## src/rtl/keypad_pkg.sv

```systemverilog
// Shared types and constants for the 4x4 keypad entry block.
// Latency: n/a (types, constants and a pure decode function only).
// Backpressure: n/a.
//
// Contents:
//   scan_state_t - scanner FSM states
//   key_class_t  - what a decoded key does
//   key_t        - decoded key (class + 4-bit value)
//   KEY_MAP      - 16-entry map from scan code {col_idx,row_idx} to key value
//   MAX_VALUE    - largest value the display path can show (19 bits)
//   MAX_DIGITS   - maximum number of typed digits
package keypad_pkg;

    typedef enum logic [1:0] {
        SCAN         = 2'd0,
        DEBOUNCE     = 2'd1,
        PRESSED      = 2'd2,
        WAIT_RELEASE = 2'd3
    } scan_state_t;

    typedef enum logic [2:0] {
        KC_NONE  = 3'd0,
        KC_DIGIT = 3'd1,
        KC_CLEAR = 3'd2,
        KC_BKSP  = 3'd3,
        KC_ENTER = 3'd4
    } key_class_t;

    typedef struct packed {
        key_class_t kclass;
        logic [3:0] value;
    } key_t;

    localparam int          ENTRY_W    = 19;
    localparam int          PROD_W     = 23;
    localparam logic [18:0] MAX_VALUE  = 19'd524287;
    localparam logic [2:0]  MAX_DIGITS = 3'd6;

    localparam logic [3:0] KEY_CLEAR = 4'hA;
    localparam logic [3:0] KEY_BKSP  = 4'hB;
    localparam logic [3:0] KEY_ENTER = 4'hE;

    // Physical layout (row r, column c):
    //   r0:  1  2  3  A
    //   r1:  4  5  6  B
    //   r2:  7  8  9  C
    //   r3:  E  0  F  D
    // Indexed by code = {col_idx, row_idx}, i.e. column-major.
    localparam logic [3:0] KEY_MAP [16] = '{
        4'h1, 4'h4, 4'h7, 4'hE,     // column 0
        4'h2, 4'h5, 4'h8, 4'h0,     // column 1
        4'h3, 4'h6, 4'h9, 4'hF,     // column 2
        4'hA, 4'hB, 4'hC, 4'hD      // column 3
    };

    function automatic key_t key_decode(input logic [3:0] code);
        key_t k;
        k.value = KEY_MAP[code];
        if (k.value <= 4'd9) begin
            k.kclass = KC_DIGIT;
        end else if (k.value == KEY_CLEAR) begin
            k.kclass = KC_CLEAR;
        end else if (k.value == KEY_BKSP) begin
            k.kclass = KC_BKSP;
        end else if (k.value == KEY_ENTER) begin
            k.kclass = KC_ENTER;
        end else begin
            k.kclass = KC_NONE;
        end
        return k;
    endfunction

endpackage

```

## src/rtl/keypad_scan.sv

```systemverilog
// Column scanner, row synchronizer and debouncer for a 4x4 matrix keypad.
// Latency: a key is reported DEBOUNCE_SCANS scan ticks after it is first seen.
// Backpressure: none; key_stb is a one-cycle pulse that must be consumed.
//
// Ports:
//   clk, rst       - clock, synchronous active-low reset
//   row[3:0]       - raw row sense (active-low, asynchronous)
//   col[3:0]       - column drive, exactly one bit low
//   key_code[3:0]  - {col_idx,row_idx} of the accepted key, valid with key_stb
//   key_stb        - one-cycle pulse while the FSM is in PRESSED
module keypad_scan
    import keypad_pkg::*;
#(
    parameter int SCAN_DIV_BITS  = 16,
    parameter int DEBOUNCE_SCANS = 4
) (
    input  logic       clk,
    input  logic       rst,
    input  logic [3:0] row,
    output logic [3:0] col,
    output logic [3:0] key_code,
    output logic       key_stb
);

    localparam int CNT_W = $clog2(DEBOUNCE_SCANS + 1);
    localparam logic [CNT_W-1:0] CNT_LAST = CNT_W'(DEBOUNCE_SCANS - 1);

    scan_state_t              state;
    logic [SCAN_DIV_BITS-1:0] div;
    logic                     tick;
    logic [3:0]               row_meta;
    logic [3:0]               row_sync;
    logic [1:0]               col_idx;
    logic [CNT_W-1:0]         cnt;
    logic                     row_hit;
    logic [1:0]               row_idx;

    // Divider wraps every 2^SCAN_DIV_BITS cycles; the tick is its last count.
    assign tick = &div;

    // Lowest-numbered low row wins when several keys share a column.
    always_comb begin
        row_hit = (row_sync != 4'hF);
        row_idx = 2'd0;
        for (int i = 3; i >= 0; i--) begin
            if (!row_sync[i]) begin
                row_idx = 2'(i);
            end
        end
    end

    // The column only moves on a tick, so by the next tick the synchronized
    // rows already reflect the column currently being driven.
    always_ff @(posedge clk) begin
        if (!rst) begin
            state    <= SCAN;
            div      <= '0;
            cnt      <= '0;
            col_idx  <= 2'd0;
            col      <= 4'b1110;
            key_code <= 4'd0;
            key_stb  <= 1'b0;
            row_meta <= 4'hF;
            row_sync <= 4'hF;
        end else begin
            div      <= div + 1'b1;
            row_meta <= row;
            row_sync <= row_meta;
            key_stb  <= 1'b0;

            case (state)
                SCAN: begin
                    if (tick) begin
                        if (row_hit) begin
                            // Freeze the column on the candidate key.
                            key_code <= {col_idx, row_idx};
                            cnt      <= '0;
                            state    <= DEBOUNCE;
                        end else begin
                            col_idx <= col_idx + 1'b1;
                            col     <= {col[2:0], col[3]};
                        end
                    end
                end

                DEBOUNCE: begin
                    if (tick) begin
                        if (row_hit && (row_idx == key_code[1:0])) begin
                            if (cnt == CNT_LAST) begin
                                cnt     <= '0;
                                key_stb <= 1'b1;
                                state   <= PRESSED;
                            end else begin
                                cnt <= cnt + 1'b1;
                            end
                        end else begin
                            // Bounce or a different key: resume scanning.
                            cnt   <= '0;
                            state <= SCAN;
                        end
                    end
                end

                PRESSED: begin
                    state <= WAIT_RELEASE;
                end

                WAIT_RELEASE: begin
                    // Column stays frozen, so "all rows high" means the
                    // accepted key has let go; any low sample restarts the count.
                    if (tick) begin
                        if (!row_hit) begin
                            if (cnt == CNT_LAST) begin
                                cnt   <= '0;
                                state <= SCAN;
                            end else begin
                                cnt <= cnt + 1'b1;
                            end
                        end else begin
                            cnt <= '0;
                        end
                    end
                end

                default: begin
                    cnt   <= '0;
                    state <= SCAN;
                end
            endcase
        end
    end

endmodule

```

## src/rtl/keypad_entry.sv

```systemverilog
// Keypad number entry: scans a 4x4 keypad and builds a decimal value of up to 6 digits.
// Latency: entry/ndigits/num/valid/err update one cycle after the scanner strobes a key.
// Backpressure: none; valid and err are single-cycle pulses with no handshake.
//
// Ports:
//   clk, rst       - clock, synchronous active-low reset
//   col[3:0]       - keypad column drive (one bit low)
//   row[3:0]       - keypad row sense (active-low, asynchronous)
//   entry[18:0]    - value currently being typed
//   ndigits[2:0]   - digits typed so far (leading zeros count)
//   num[18:0]      - last committed value for the 6-digit display
//   valid          - pulses when ENTER commits entry to num
//   err            - pulses when a digit is rejected (too many digits or too large)
//
// Build option KEYPAD_ENTRY_ECHO_EN: num echoes entry while typing; on ENTER it
// shows the committed value and holds it until a keypress changes entry.
module keypad_entry
    import keypad_pkg::*;
#(
    parameter int SCAN_DIV_BITS  = 16,
    parameter int DEBOUNCE_SCANS = 4
) (
    input  logic               clk,
    input  logic               rst,
    output logic [3:0]         col,
    input  logic [3:0]         row,
    output logic [ENTRY_W-1:0] entry,
    output logic [2:0]         ndigits,
    output logic [ENTRY_W-1:0] num,
    output logic               valid,
    output logic               err
);

    logic [3:0]         key_code;
    logic               key_stb;
    key_t               key;
    logic [PROD_W-1:0]  prod;
    logic               digit_ok;
    logic [ENTRY_W-1:0] entry_nxt;
    logic [2:0]         ndigits_nxt;
    logic               commit;
    logic               reject;

    keypad_scan #(
        .SCAN_DIV_BITS  (SCAN_DIV_BITS),
        .DEBOUNCE_SCANS (DEBOUNCE_SCANS)
    ) u_scan (
        .clk      (clk),
        .rst      (rst),
        .row      (row),
        .col      (col),
        .key_code (key_code),
        .key_stb  (key_stb)
    );

    always_comb begin
        key  = key_decode(key_code);
        // 23 bits holds 524287*10+9 without wrapping, so the range test is exact.
        prod = PROD_W'(entry) * PROD_W'(10) + PROD_W'(key.value);
        digit_ok = (ndigits < MAX_DIGITS) && (prod <= PROD_W'(MAX_VALUE));

        entry_nxt   = entry;
        ndigits_nxt = ndigits;
        commit      = 1'b0;
        reject      = 1'b0;

        if (key_stb) begin
            case (key.kclass)
                KC_DIGIT: begin
                    if (digit_ok) begin
                        entry_nxt   = prod[ENTRY_W-1:0];
                        ndigits_nxt = ndigits + 3'd1;
                    end else begin
                        reject = 1'b1;
                    end
                end
                KC_CLEAR: begin
                    entry_nxt   = '0;
                    ndigits_nxt = 3'd0;
                end
                KC_BKSP: begin
                    if (ndigits != 3'd0) begin
                        entry_nxt   = entry / ENTRY_W'(10);
                        ndigits_nxt = ndigits - 3'd1;
                    end
                end
                KC_ENTER: begin
                    commit      = 1'b1;
                    entry_nxt   = '0;
                    ndigits_nxt = 3'd0;
                end
                default: begin
                    entry_nxt   = entry;
                    ndigits_nxt = ndigits;
                end
            endcase
        end
    end

    always_ff @(posedge clk) begin
        if (!rst) begin
            entry   <= '0;
            ndigits <= 3'd0;
            num     <= '0;
            valid   <= 1'b0;
            err     <= 1'b0;
        end else begin
            entry   <= entry_nxt;
            ndigits <= ndigits_nxt;
            valid   <= commit;
            err     <= reject;
            if (commit) begin
                num <= entry;
            end
`ifdef KEYPAD_ENTRY_ECHO_EN
            // Echo only real edits, so a committed value stays on the
            // display until the user starts typing the next one.
            else if ((entry_nxt != entry) || (ndigits_nxt != ndigits)) begin
                num <= entry_nxt;
            end
`endif
        end
    end

endmodule

```

## config.mk

```make
export PLATFORM = sky130hd
export DESIGN_NAME = keypad_entry
export DESIGN_NICKNAME = d
export VERILOG_FILES = /design/src/rtl/keypad_pkg.sv /design/src/rtl/keypad_scan.sv /design/src/rtl/keypad_entry.sv
export SDC_FILE = /design/constraint.sdc
export NUM_CORES = 1
export LEC_CHECK = 0
export ABC_AREA = 1
export CAP_MARGIN = 0
export CORE_ASPECT_RATIO = 1.75
export CORE_MARGIN = 1
export CORE_UTILIZATION = 32
export CTS_CLUSTER_SIZE = 40
export DETAILED_ROUTE_END_ITERATION = 10
export PLACE_DENSITY = 0.52
export RECOVER_POWER = 25
export SYNTH_ARGS = -nofsm -noshare
export SYNTH_HDL_FRONTEND = slang
export SYNTH_SLANG_ARGS = --single-unit
```

## constraint.sdc

```tcl
create_clock -name clk -period 5.7 [get_ports clk]
set_input_delay 1.71 -clock clk [delete_from_list [all_inputs] [get_ports clk]]
set_output_delay 1.71 -clock clk [all_outputs]
set_load 0.01 [all_outputs]
```

Word level (Yosys, flattened, before mapping)

Memories as Yosys holds them, arrays and structs flattened.
Index checks and enable logic that the tools add are counted.

Memories: 1
Word-level logic and storage cells: 103
Register bits: 83
Input bits: 6
ROM bits: 64
Output and inout bits: 47

Memory list:

| name            | depth | bits a word | rd ports | clocked after Yosys merged registers in | wr ports | line             | source |
|---|---|---|---|---|---|---|---|
| (no name shown) | 16    | 4           | 1        | 0                                       | 0        | keypad_pkg.sv:58 | `k.value = KEY_MAP[code];` |

Multiplexer cells: 37
Reduce and logical (&&, ||, !) cells: 15
Add/sub/neg operators: 6
Eq/ne operators: 22
Magnitude comparators: 4
Bitwise gates (word level): 2
Divide/modulo/power cells: 1
Multipliers: 1

Operators with widths:

| operator                | count |
|---|---|
| $pmux W19 S3            | 1 |
| $mux W3                 | 13 |
| $mux W19                | 2 |
| $reduce_and A18 Y1      | 2 |
| $mux W2                 | 12 |
| $add A23 B4 Y23         | 1 |
| $le A23 B19 Y1 const B  | 1 |
| $mul A19 B3 Y22 const B | 1 |
| $div A19 B4 Y19 const B | 1 |
| $reduce_and A19 Y1      | 1 |
| $pmux W3 S3             | 2 |
| $add A16 B1 Y16 const B | 1 |
| $reduce_and A16 Y1      | 1 |
| $eq A4 B4 Y1 const B    | 3 |
| $ne A2 B1 Y1 const B    | 5 |
| $eq A3 B2 Y1 const B    | 3 |
| $reduce_bool A3 Y1      | 3 |
| $mux W4                 | 2 |
| $pmux W2 S4             | 1 |
| $reduce_and A7 Y1       | 1 |
| $add A3 B1 Y3 const B   | 2 |
| $ne A2 B2 Y1 const B    | 3 |
| $ge A5 B5 Y1 const B    | 1 |
| $not A4 Y5              | 1 |
| other kinds (19)        | 24 |

Depth between registers and ports, before layout

Word-level depth: 13
Gate-level depth with buffers: 74

By module

From an unflattened synthesis, not the netlist that was laid out.

Cells, all modules: 919
Area, all modules: 6165.9 µm²

By module, submodules not included:

| module       | instances | area each (µm²) | sequential area each (µm²) | cells each |
|---|---|---|---|---|
| keypad_entry | 1         | 4450.5          | 860.8                      | 694 |
| keypad_scan  | 1         | 1715.4          | 800.8                      | 225 |

Worst setup path after synthesis

No wires, ideal clock.

Path type: reg2reg
From: reg entry[18]
To: reg entry[0]
Library setup time: 0.122 ns
Period minus slack after synthesis: 5.085 ns
Stages on the path, launching flop included: 62
Path buffers: 1
Arrival: 4.963 ns
Path slack: 0.615 ns
Cells stage by stage: dfxtp_1 > buf_6 > inv_4 > nand2_2 > nand3_2 > nand2_2 > nand2_2 > nand2_2 > nand3_1 > nand2_1 > nand2_2 > nand2_4 > nand3_4 > nand3_4 > nand2_2 > nand2_2 > inv_2 > nand2_4 > (+26 left out) > nand2_2 > inv_2 > o21ai_1 > nand2_2 > nand2_4 > nand2_4 > nand3_1 > nand2_2 > nand2_2 > nand2_2 > nand2_2 > nand2_1 > nand2_1 > inv_1 > nand2_1 > nand2_1 > nand2_1 > a21oi_2

Word-level cells in the longest chain between the ends: 6
Elaborated cells on any way between the ends: 9

Ends and longest elaborated chain:

| what                                                    | line                | source |
|---|---|---|
| start: declaration                                      | keypad_entry.sv:27  | `output logic [ENTRY_W-1:0] entry,` |
| start signal: assignment                                | keypad_entry.sv:108 | `entry <= entry_nxt;` |
| branches (longest 6 deep; another with $div A19 B4 Y19) | -                   |  |

Several ways; the timed one is not identified. The select of a mux whose other input is x is not followed.
A chain may end at the register's enable or synchronous reset.

Final worst setup path

Same ends and word-level chain as after synthesis.

==> reports/metrics.cfg <==
[run_status]
run_status = finished clean

[global_routing]
grt_pass1_vias = 5807
grt_max_degree = 30
grt_use_total_pct = 17.3
grt_use_met1_pct = 17.4
use_met2_pct = 34.6
grt.busiest_layer = met2
globalRouteOverflowTotal = 0
antenna_found_initial = 0
grtUsageMet3_pct = 3.04
grt_pass1_wl_microns = 27100

[sta]
hold_viol = 0
fmax_mhz = 179
report.final.setup_viol = 0
grt_setup_unrepaired = true
period_minus_slack_ps = 5600
skew_ps = 10.5
relSlewSlack_pct = 33.5
post-route-period-util_pct = 98.2
tightest_slew_ps = 997
drv_slew = 0
hold-worst-slack_ps = 411

[pwr]
p_leak_nw = 3.74
sw_frac_of_total_pct = 22.4
sequentialPowerShare_pct = 46.3
switchingPower_uw = 283
total_power_mw = 1.26
pwr-share-comb_pct = 2.1
p_int_uw = 979
clock_power_share_pct = 51.6
powerDensity_mw_per_mm2 = 159
peakVddDrop_mv = 0.0980

[floorplanning]
core_area_sq_mm = 0.0186
die_y_microns = 184
start_util_pct = 32.7
io_pins = 53
fp.dieArea_sq_mm = 0.0196
fp.dieW_microns = 106
rows = 66

[clock_tree]
cts_tree = done
htreeDepth = 3
cts_buffers = 9
clock-sinks = 83
clk_pin_slew_ps = 70
clk_latency_ps = 350
cts_root_buf = clkbuf_16
clock_path_buffers = 2

[drt]
drc_errors = 0
wire_per_inst_microns = 13.7
num_vias = 6073
routed_wirelength_microns = 16800
ant_nets = 0
vias_per_cell = 4.95
drtIter0Drc = 190
dr.pass1.iters = 4

[synth]
synth_cell_types = 50
ys_warn_count = 0
synth_seq_area_share_pct = 27.3
synth_edf_count = 0
synth_top_area_cell = dfxtp_1
synth_top_area_share_pct = 27.3
synthCells = 896
synth_seq_cells = 83
synth_nets = 944
ys.flop_type = dfxtp_1
avgSynthCellArea_sq_um = 6.79
synth_area_sq_mm = 0.00608
async_reset_ff_share_pct = 0
synthTopCellsByArea = dfxtp_1 (27%), nand2_1 (10%), ha_1 (8.0%)

[hold_path]
min_path_type = reg2reg
min_from = u_scan.row_meta[3]$_SDFF_PN1_

[critical_path]
cpMostUsedCell = nand2_4
cp-end-kind = flip-flop
slowest_delay_ps = 380
cp_data_arrival_time_ps = 5880
crit_required_ps = 5980
worst-path-max-fanout = 6
path_class = reg2reg
crit_path_top_delay_cell = dfxtp_4
start_kind = flip-flop
crit_path_start = entry[18]$_SDFFE_PN0P_
rr_startpoint = entry[18]$_SDFFE_PN0P_

[cells_and_area]
syn_to_final_growth_pct = 30.4
diodes = 0
fin_nets = 1032
fill_cells = 1919
drive_gt1_share_pct = 22.9

[run]
maxCapViolations = 0

[place]
routabilityCongestion = 0.820
hpwl_microns = 12500
portBuffers = 52

critical path, delay by kind of cell, from the launching register on:
kind,cells,cell delay (ps)
DFF,1,380
buffers and inverters,10,1000
AOI/OAI and AO/OA,5,580
and+or+nand+nor,42,3580
cell families after synthesis:
logic type	after synthesis	share of synthesized area, %
AND/OR/NAND/NOR	416	33.3
AO/OA/AOI/OAI	189	18.4
buffers and inverters	147	9.29
flip-flops	83	27.3
adder cells (fa/ha/maj)	42	9.01
XOR/XNOR	19	2.73
power groups by stage:
stage	logic (mW)	clock network [mW]	registers, mW
6_report	0.0261	0.651	0.585
5_1_grt	0.0299	0.692	0.585
2_1_floorplan	0.0164	0	0.599
3_3_place_gp	0.0264	0	0.599
4_1_cts	0.0266	0.667	0.586
3_5_place_dp	0.0265	0	0.599
flip-flops by register name (all words and copies together), names as in the netlist, named ones only:
signal / count
entry: 19
err: 1
ndigits: 3
num: 19
u_scan.cnt: 3
u_scan.col: 4
u_scan.col_idx: 2
u_scan.div: 16
u_scan.key_code: 4
u_scan.key_stb: 1
u_scan.row_meta: 4
u_scan.row_sync: 4
u_scan.state: 1
valid: 1
synthesized netlist by cell type, types with 12 or more instances:
| library cell | instances |
|---|---|
| nand2_1 | 170 |
| inv_1 | 109 |
| dfxtp_1 | 83 |
| nand3_1 | 79 |
| a21oi_1 | 75 |
| nor2_1 | 62 |
| o21ai_0 | 46 |
| ha_1 | 39 |
| nand2_2 | 39 |
| xor2_1 | 19 |
| clkbuf_1 | 18 |
| inv_2 | 15 |
| nor3_1 | 13 |
| a31oi_1 | 12 |
placed cells by master, fill, tap and decap left out, types with 22 or more instances in the layout:
| cell type | n |
|---|---|
| nand3_1 | 63 |
| clkdlybuf4s50_1 | 41 |
| ha_1 | 39 |
| inv_1 | 96 |
| nand2_2 | 37 |
| nor2_1 | 61 |
| nand2_1 | 144 |
| nand2_4 | 38 |
| o21ai_0 | 46 |
| a21oi_1 | 73 |
| buf_4 | 43 |
| dfxtp_1 | 79 |
| inv_2 | 22 |
routing by layer:
metal  share of wire (%)  routed length (microns)
met5                   0                        0
met4                 2.5                      418
met3                 2.7                      457
met2                  56                     9380
met1                  39                     6550
path summary, 6_finish.rpt:
kind,to,slack (ps),cells after the start
setup / recovery,entry[0]$_SDFFE_PN0P_,100,57
hold / removal,u_scan.row_sync[3]$_SDFF_PN1_,410,1
setup reg to reg,entry[0]$_SDFFE_PN0P_,100,57
hold reg to reg,u_scan.row_sync[3]$_SDFF_PN1_,410,1
per-stage QoR:
stage	cell area, sq um	setup WS, ps	setup TNS [ps]	cells	util [%]
global placement	7040	-0.997	-0.997	1195	37.9
global route	7940	-375	-617	1227	42.7
floorplan	6080	615	0	896	-
detailed placement	7040	-88.8	-101	1195	37.9
CTS	7360	0.431	0	1211	39.6
finish	7940	100	0	1227	42.7
what timing repair did:
action | 4_1_cts | 5_1_grt
resized for setup | 1 | 118
pin swaps | 0 | 36
endpoints found under the setup margin | 2 | 9
hold buffers | 0 | 0
setup buffers | 0 | 15
cloned | 0 | 1
area by class of cell:
type / instances / area, sq um / area share (%)
timing repair inverter: 1 / 7.51 / 0.0946
clock buffer: 9 / 225 / 2.84
multi-input combinational: 666 / 4280 / 53.9
inverter: 127 / 498 / 6.28
timing repair buffer: 96 / 855 / 10.8
tap: 238 / 298 / 3.75
sequential: 83 / 1670 / 21.1
clock inverter: 7 / 101 / 1.28
No activity file was read; power rests on OpenSTA's default activity.
==> patch, RTL diff (same flow settings) <==
Set the package constant `PROD_W` to 46 (it was 23).
--- a/src/rtl/keypad_pkg.sv
+++ b/src/rtl/keypad_pkg.sv
@@ -33,5 +33,5 @@
 
     localparam int          ENTRY_W    = 19;
-    localparam int          PROD_W     = 23;
+    localparam int          PROD_W     = 46;
     localparam logic [18:0] MAX_VALUE  = 19'd524287;
     localparam logic [2:0]  MAX_DIGITS = 3'd6;
Formal check against the unedited RTL: equivalent (Yosys induction, for registers that start in step).
==> patch against the unedited design <==
Setup slack improved by 0.0090 ns. Critical endpoint unchanged. Global-route usage rose by 0.10 points. Die area down 2.5%. Count of clock-buffer cells in the layout is 2 higher. Via count decreased by 1.3%. Largest power group is now registers. Final area decreased by 3.1%. Final cell count shrank 1.5%. First-iteration DRC count up 31%. Synthesized area down 2.5%. Sequential cell count unchanged. Non-clock buffer count decreased by 4. Total power shrank 5.4%. Wire length increased by 1.4%.
==> patch: results (changes against the unedited design) <==
| Metric | Value |
|---|---|
| DR WL met3 | 436 um (was 457 um) |
| XOR/XNOR share of the synthesized area | 1.77% (was 2.73%) |
| Syn Nets | 935 (was 944) |
| Post-synth top cells | nand2_1, inv_1, nand3_1, dfxtp_1, a21oi_1 (was nand2_1, inv_1, dfxtp_1, nand3_1, a21oi_1) |
| # nets final | 1,019 (was 1,032) |
| Wirelength per Cell | 14.1 um (was 13.7 um) |
| WP data required | 5.93 ns (was 5.98 ns) |
| Synth Area in Compound Gates | 16.9% (was 18.4%) |
| Multi-input logic cell count | 658 (was 666) |
| Hold slack | 0.408 ns (was 0.411 ns) |
| WL final | 17,000 um (was 16,800 um) |
| Clock buffer count | 11 (was 9) |
| Dpl cells | 1,166 (was 1,195) |
| Clk cell area share | 3.71% (was 4.12%) |
| Lkg Pwr | 0.00365 uW (was 0.00374 uW) |
| Layout cells sized above 1 | 21.4% (was 22.9%) |
| Synthesized area per cell | 6.69 um2 (was 6.79 um2) |
| Largest net degree at the start of global routing | 39 (was 30) |
| Vias in the first global route | 5,549 (was 5,807) |
| Synth Area in Adders | 9.24% (was 9.01%) |
| Total track usage | 17.4% (was 17.3%) |
| Routed met2 length | 9490 um (was 9380 um) |
| Non-clk bufs | 92 (was 96) |
| Peak supply drop | 0.168 mV (was 0.0980 mV) |
| Crit path max fanout | 8 (was 6) |
| CP arrival | 5.82 ns (was 5.88 ns) |
| GR Util met1 | 18.0% (was 17.4%) |
| Vias post-DR | 5,997 (was 6,073) |
| Reg2Reg Depth | 62 (was 57) |
| First-pass GRT wire length | 26,400 um (was 27,100 um) |
| Cell Area, Placed | 6750 um2 (was 7040 um2) |
| FF+latch area | 1670 um2 (about the same) |
| DRT iter0 DRCs | 249 (was 190) |
| Fillers | 1,933 (was 1,919) |
| Run status | completed (unchanged) |
| Max incr delay on CP | 0.43 ns (was 0.38 ns) |
| Pre-CTS setup slack | -0.0755 ns (was -0.0888 ns) |
| Data buffer area share | 10.7% (was 10.8%) |
| Cell area after layout | 7690 um2 (was 7940 um2) |
| Hold Path Sink | u_scan.row_sync[0]$_SDFF_PN1_ (was u_scan.row_sync[3]$_SDFF_PN1_) |
| Top area cells in the synthesized netlist | dfxtp_1, nand2_1, ha_1 (unchanged) |
## patch: worst max-delay path by stage
stage                                 from               endpoint  cells after the start
CTS                 entry[16]$_SDFFE_PN0P_  entry[0]$_SDFFE_PN0P_                     62
floorplan           entry[16]$_SDFFE_PN0P_  entry[0]$_SDFFE_PN0P_                     67
detailed placement  entry[16]$_SDFFE_PN0P_  entry[0]$_SDFFE_PN0P_                     64
finish              entry[18]$_SDFFE_PN0P_  entry[0]$_SDFFE_PN0P_                     62
global placement    entry[16]$_SDFFE_PN0P_  entry[0]$_SDFFE_PN0P_                     62
global route        entry[17]$_SDFFE_PN0P_  entry[0]$_SDFFE_PN0P_                     63
## patch: what timing repair did
item | CTS | global route
pin swaps | 0 | 44
gates resized for setup | 2 | 116
setup endpoints to repair | 2 | 3
buffers inserted | 0 | 28
## patch: power breakdown
part,leakage [uW],internal (uW),switching [uW]
Clock,0.000140,338,243
Combinational,0.00283,9.40,17.7
Sequential,0.000673,583,2.30
